===== config.mk =====
export PLATFORM = sky130hd
export DESIGN_NAME = request_encoder32
export DESIGN_NICKNAME = d
export VERILOG_FILES = /design/src/rtl/request_encoder_pkg.sv /design/src/rtl/prio_encoder8x3.sv /design/src/rtl/request_encoder32.sv
export SDC_FILE = /design/constraint.sdc
export NUM_CORES = 1
export LEC_CHECK = 0
export CORE_MARGIN = 2
export CORE_UTILIZATION = 26
export DETAILED_ROUTE_END_ITERATION = 8
export PLACE_DENSITY = 0.58
export RECOVER_POWER = 25
export SETUP_SLACK_MARGIN = 0.02
export SYNTH_ARGS = -nofsm -noshare
export SYNTH_HDL_FRONTEND = slang
export SYNTH_SLANG_ARGS = --single-unit

===== constraint.sdc =====
create_clock -name clk -period 9.5 [get_ports clk]
set_input_delay 2.85 -clock clk [delete_from_list [all_inputs] [get_ports clk]]
set_output_delay 2.85 -clock clk [all_outputs]
set_load 0.01 [all_outputs]

===== src/rtl/request_encoder_pkg.sv =====
//------------------------------------------------------------------------------
// request_encoder_pkg
// Shared types, sizes and helpers for the 32-line request encoder.
// Revision: 1.0
//------------------------------------------------------------------------------
`default_nettype none

package request_encoder_pkg;

  localparam int NUM_LINES   = 32;
  localparam int IDX_W       = 5;
  localparam int GROUP_W     = 8;
  localparam int GROUP_IDX_W = 3;
  localparam int CNT_W       = 6;

  typedef logic [NUM_LINES-1:0] line_vec_t;
  typedef logic [IDX_W-1:0]     line_idx_t;

  // Number of set bits in a line vector (0..32).
  function automatic logic [CNT_W-1:0] popcount(input line_vec_t v);
    logic [CNT_W-1:0] c;
    c = '0;
    for (int i = 0; i < NUM_LINES; i++) begin
      c = c + CNT_W'(v[i]);
    end
    return c;
  endfunction

  // One-hot line mask for an encoded index.
  function automatic line_vec_t onehot(input line_idx_t i);
    line_vec_t one;
    one = line_vec_t'(1);
    return one << i;
  endfunction

endpackage

`default_nettype wire


===== src/rtl/prio_encoder8x3.sv =====
//------------------------------------------------------------------------------
// prio_encoder8x3
// Combinational 8-to-3 priority encoder; bit 0 has the highest priority.
// Revision: 1.0
//------------------------------------------------------------------------------
`default_nettype none

module prio_encoder8x3 (
  input  logic [7:0] in,
  output logic [2:0] out,
  output logic       any
);

  // Scan from the top so the lowest set bit is the last one written.
  always_comb begin
    out = 3'd0;
    for (int i = 7; i >= 0; i--) begin
      if (in[i]) out = 3'(i);
    end
  end

  assign any = |in;

endmodule

`default_nettype wire


===== src/rtl/request_encoder32.sv =====
//------------------------------------------------------------------------------
// request_encoder32
// Sticky 32-line request capture with a valid/ready priority-encoded grant.
// Revision: 1.0
//------------------------------------------------------------------------------
`default_nettype none

module request_encoder32
  import request_encoder_pkg::*;
#(
  parameter int GROUP_W  = 8,
  parameter int N_GROUPS = 4
) (
  input  logic              clk,
  input  logic              rst_n,
  input  line_vec_t         req,
  input  logic              enable,
  output line_idx_t         idx,
  output logic              idx_valid,
  input  logic              idx_ready,
  output line_vec_t         pending,
  output logic [CNT_W-1:0]  pending_cnt
);

  localparam int GSEL_W = IDX_W - GROUP_IDX_W;

  logic                   handshake;
  line_vec_t              shown_mask;
  line_vec_t              clear_mask;
  line_vec_t              pending_next;
  line_vec_t              selectable;
  logic [N_GROUPS-1:0]    leaf_any;
  logic [GROUP_IDX_W-1:0] leaf_out [N_GROUPS];
  logic [GSEL_W-1:0]      grp_sel;
  line_idx_t              sel_idx;
  logic                   sel_any;
  logic                   can_advance;

  assign handshake    = idx_valid && idx_ready;
  // The line on idx is excluded from selection so a back-to-back issue never
  // repeats the grant being accepted.
  assign shown_mask   = idx_valid ? onehot(idx) : '0;
  assign clear_mask   = handshake ? onehot(idx) : '0;
  // New requests are ORed in last so a set on the accepted line wins.
  assign pending_next = (pending & ~clear_mask) | req;
  assign selectable   = pending & ~shown_mask;

  generate
    for (genvar g = 0; g < N_GROUPS; g++) begin : g_leaf
      prio_encoder8x3 u_leaf (
        .in  (selectable[g*GROUP_W +: GROUP_W]),
        .out (leaf_out[g]),
        .any (leaf_any[g])
      );
    end
  endgenerate

  // Lowest-numbered group with a selectable line supplies the upper index bits.
  always_comb begin
    grp_sel = '0;
    for (int g = N_GROUPS - 1; g >= 0; g--) begin
      if (leaf_any[g]) grp_sel = GSEL_W'(g);
    end
  end

  assign sel_idx     = {grp_sel, leaf_out[grp_sel]};
  assign sel_any     = |leaf_any;
  assign can_advance = !idx_valid || handshake;

  // Pending capture, population count and grant issue/hold/drop.
  always_ff @(posedge clk or negedge rst_n) begin
    if (!rst_n) begin
      pending     <= '0;
      pending_cnt <= '0;
      idx         <= '0;
      idx_valid   <= 1'b0;
    end else begin
      pending     <= pending_next;
      pending_cnt <= popcount(pending_next);
      if (can_advance) begin
        if (enable && sel_any) begin
          idx       <= sel_idx;
          idx_valid <= 1'b1;
        end else begin
          idx_valid <= 1'b0;
        end
      end
    end
  end

endmodule

`default_nettype wire

* Word-level counts from Yosys, hierarchy flattened
Cells that the tools add are included.
Word-level totals: bits in registers 44, bits of input ports 36, output and inout bits 44, word-level logic and storage cells 95
Operators by class: add/sub/neg operators 31, magnitude comparators 1, shifts and indexed selects 1, multiplexer cells 42, bitwise gates (word level) 6, reductions and logical operators 10
Operators by type and width (number):
- 6-bit by 1-bit adder with 6-bit output | 26
- 3-bit 2-to-1 mux | 34
- 32-bit AND | 2
- 32-bit 2-to-1 mux | 2
- 32-bit inverter | 2
- 32-bit bitwise OR | 1
- 32-bit OR reduction | 1
- 8-bit OR reduction | 4
- 1-bit by 5-bit left shift with 32-bit output (first input constant) | 1
- 2-bit 2-to-1 mux | 4
- 5-bit by 1-bit adder with 6-bit output | 1
- 3-bit binary-select mux with 2-bit select | 1
- 4-bit by 1-bit adder with 5-bit output | 1
- 3-bit by 1-bit adder with 4-bit output | 1
- 2-bit by 1-bit adder with 3-bit output | 1
- 3-bit greater-or-equal comparator (second input constant) | 1
- 2-bit inverter with 3-bit output | 1
- 1-bit by 1-bit adder with 2-bit output | 1
- 1-bit logical AND | 2
- 2-bit AND reduction | 1
- 1-bit zero test | 1
- 1-bit logical OR | 1
- 1-bit 2-to-1 mux | 1

* Depth between registers and ports, before layout
depth in word-level cells 36, mapped depth 24, gate-level depth less buffers 22

* Cells and area by module
Synthesis repeated with hierarchy kept, for this count alone.
Unflattened totals: cells, all modules 358, area, all modules 3408.3 sq um
Modules (own cells, without submodules):
- request_encoder32 | times used 1, cells each 306, area an instance 3083.0 sq um, sequential area each 1101.1 sq um
- prio_encoder8x3 | times used 4, cells each 13, area an instance 81.3 sq um, sequential area each 0.0 sq um

* Worst setup path after synthesis
Ideal clock, no wire load.
path type input port to flip-flop, start input idx_ready, end register pending_cnt[4], library setup time 0.123 ns, data arrival time 7.508 ns, required time 9.377 ns, slack 1.869 ns, stages 21, path buffers 0, cells stage by stage nand2_1 > nor3_1 > nand3_1 > a21o_1 > fa_1 > inv_1 > fa_1 > inv_1 > fa_1 > fa_1 > inv_1 > fa_1 > fa_1 > inv_1 > ha_1 > inv_1 > fa_1 > inv_1 > a21o_1 > a21oi_1 > xnor2_1
RTL lines:
- start: declaration | RTL line request_encoder32.sv:20 | input logic idx_ready,
- 1-bit logical AND | RTL line request_encoder32.sv:39 | assign handshake = idx_valid && idx_ready;
- 32-bit 2-to-1 mux | RTL line request_encoder32.sv:43 | assign clear_mask = handshake ? onehot(idx) : '0;
- 32-bit inverter | RTL line request_encoder32.sv:45 | assign pending_next = (pending & ~clear_mask) | req;
- 32-bit AND | RTL line request_encoder32.sv:45
- 32-bit bitwise OR | RTL line request_encoder32.sv:45
- net pending_next[21] | RTL line request_encoder32.sv:30 | line_vec_t pending_next;
- 6-bit by 1-bit adder with 6-bit output (11 in a row) | RTL line request_encoder_pkg.sv:24 | c = c + CNT_W'(v[i]);
- end signal: assignment | RTL line request_encoder32.sv:79 | pending_cnt <= popcount(pending_next);
- end: declaration | RTL line request_encoder32.sv:22 | output logic [CNT_W-1:0] pending_cnt
The timed path passes the listed nets, and every way through them passes these cells. A chain may end at the register's enable or synchronous reset.

* Worst setup path after layout
Ends and elaborated chain as after synthesis.

==> reports/summary.txt <==
clock period minus worst slack - 8410 ps
Arr. time, crit path - 8590 ps
area grow syn2layout - 29.2%
status - complete, but fails checks
global-route usage over all layers - 16.5%
sequential fraction of the synthesis area - 30.0%
Top Ports - 80
setup TNS - 0 ps
# setup viols final - 0
failing checks - capacitance limit, slew limit
Initial DRT Pass Iterations - 6
first-pass GRT wire length - 19,000 um
hold_buf cts - 0
# DRC - 0
syn avg cell area - 9.23 um^2
top_reg_cell synth - dfrtp_1
Leak - 1.73 nW
FF-to-FF Start - idx_valid
HP Class - register to register
Post-Syn Instances - 398
Syn Std Cell Area - 3670 um^2
syn_nets - 465
critical path startpoint category - input port
via count - 3,372
hold slack - 606 ps
CTS Root Cell - clkbuf_16
# fillers - 1,389
Initial Util - 26.6%
# Post-CTS Setup Buffers - 0
initial antenna violation count - 0
Worst-path clk slew - 60 ps
Layout Skew - 5.35 ps
Die Ht - 123 um
max cap viols - 1
ANT nets after route - 0
Yosys top cell by area - dfrtp_1
slowest cell delay on critical path - 660 ps
htree depth - 2
critical path class - input port to register
worst-skew pair later-pin latency - 280 ps
WL/cell - 18.6 um
total CTS buffers - 5
PwrDens - 117 nW/um^2
Vias/cell - 5.20
RSZ-0062 raised after global routing - false
Max-Slew Margin vs Limit - -61.5%
Post-synth EDFFs - 0
PostCTS Resize Cnt - 0
DRT iter0 DRCs - 329
post-DP HPWL - 9540 um
port bufs - 79
NumNets Final - 535
Most common cell on crit path - fa_1
Final Hold Fails - 0
Yosys warnings - 0
Worst Tran Pin Value - 2420 ps
Area contributors post-synth - dfrtp_1, fa_1, a21o_1
vias in the first global route - 3,451
CP max FO - 6
FP Rows - 43
most frequent cells in the layout - clkdlybuf4s50_1, inv_1, dfrtp_1
GPL Wtd Cong - 0.935
Worst setup EP type - register
die area - 15,100 um^2
required time of the critical path - 9670 ps
fraction of layout cells with a size suffix above 1 - 7.25%
core area - 13,800 um^2
number of antenna diodes - 0
hold_sp - pending[1]
CTS tree - built
Slew Viols, Final - 45
CP cell instances - dlygate4sd3_1, nand2_1, nor3_1, nand3_1, a21o_1, fa_1, inv_1, fa_1, inv_1, fa_1, fa_1, inv_1, fa_1, fa_1, inv_1, ha_1, inv_1, fa_1, inv_1, a21o_1, a21oi_1, xnor2_1
largest net degree at the start of global routing - 45
Peak supply drop - 0.0578 mV
final worst path period share - 88.6%
most common cell after layout, fill and taps aside - clkdlybuf4s50_1
Total Routed Length - 12,100 um
grt total ovfl - 0
buffers and inverters on the worst path - 7
Cell variety after synth - 71
Critical Path Start - idx_ready
Die Width - 123 um
Yosys top cell area share - 30.0%
cell family with most CP delay - adder cells
TritonCTS Sinks - 44
Synth Register Bits - 44
clk buf depth - 2
Fmax - 119 MHz
Post-synth ARST share - 100%
fin util - 34.3%
slowest stage cell on the critical path - dlygate4sd3_1
## through the flow
stage	cell area (um^2)	power [mW]	std cells	setup WS [ps]
after floorplan	3670	0.311	398	1870
after global placement	4600	0.381	641	1000
after detailed placement	4600	0.382	641	869
after CTS	4750	0.559	649	1160
final	4740	0.555	649	1090
after global routing	4740	0.584	649	760
## worst reg2reg max path, cell delays in order, from the launching register on
cell,delay (ps)
dfrtp_1,720
nor2b_1,400
nand2_1,230
nor3_1,390
nand3_1,140
a21o_1,230
fa_1,510
fa_1,560
fa_1,420
fa_1,490
inv_1,50
fa_1,500
fa_1,430
inv_1,70
ha_1,160
inv_1,70
fa_1,450
inv_1,80
a21o_1,100
a21oi_1,70
xnor2_1,120
## area by class of cell
| type | count | area (um^2) | area share, % |
|---|---|---|---|
| Clock buffer | 7 | 143 | 3.01 |
| Clock inverter | 1 | 7.51 | 0.158 |
| Inverter | 44 | 165 | 3.48 |
| Multi-Input combinational cell | 292 | 2300 | 48.5 |
| Sequential cell | 44 | 1100 | 23.2 |
| Tap cell | 180 | 225 | 4.75 |
| Timing Repair Buffer | 81 | 800 | 16.9 |
## cells in the mapped netlist (11+ instances only)
library cell and instances:
dfrtp_1 44, inv_1 44, nand2_1 39, fa_1 24, a21o_1 22, nor2_1 22, a21oi_1 15, o21ai_0 13
nand2b_1 12, nand3_1 11
## cells by family (layout without fill, tap and decap cells)
family          Yosys count  after routing  share of synthesized area (%)
compound gates          107            107                           21.6
xor+xnor                  3              3                          0.715
fa+ha+maj                31             31                           15.5
buf+inv                  62            133                           7.32
flops                    44             44                           30.0
mux                       9              9                           2.59
simple gates            142            142                           22.3
## power by group
part           switching (mW)  internal (mW)
logic                  0.0813         0.0769
clock network          0.0723          0.105
registers              0.0170          0.203
## path summary, 6_finish.rpt
path | to | slack, ps | cells after the start
max in group asynchronous | idx[3] | 4800 | 1
worst min register to register | pending[1] | 610 | 1
min in group asynchronous | pending[20] | 3300 | 1
worst max-delay path | pending_cnt[4] | 1090 | 22
worst min-delay path | pending[1] | 610 | 1
worst max register to register | pending_cnt[4] | 3220 | 20
## per-layer routing
layer / global-route usage (%) / vias up / share of wire, %
met5: 0 / - / 0
met4: 2.87 / 0 / 0.70
met3: 2.74 / 9 / 7.7
met2: 27.9 / 148 / 49
met1: 22.4 / 1653 / 43
li1: - / 1562 / -
## registers in the layout, summed over array words and instances, names as in the netlist
name,cells
idx_valid,1
idx,5
pending,32
pending_cnt,6
Power figures use the tool's default switching activity.
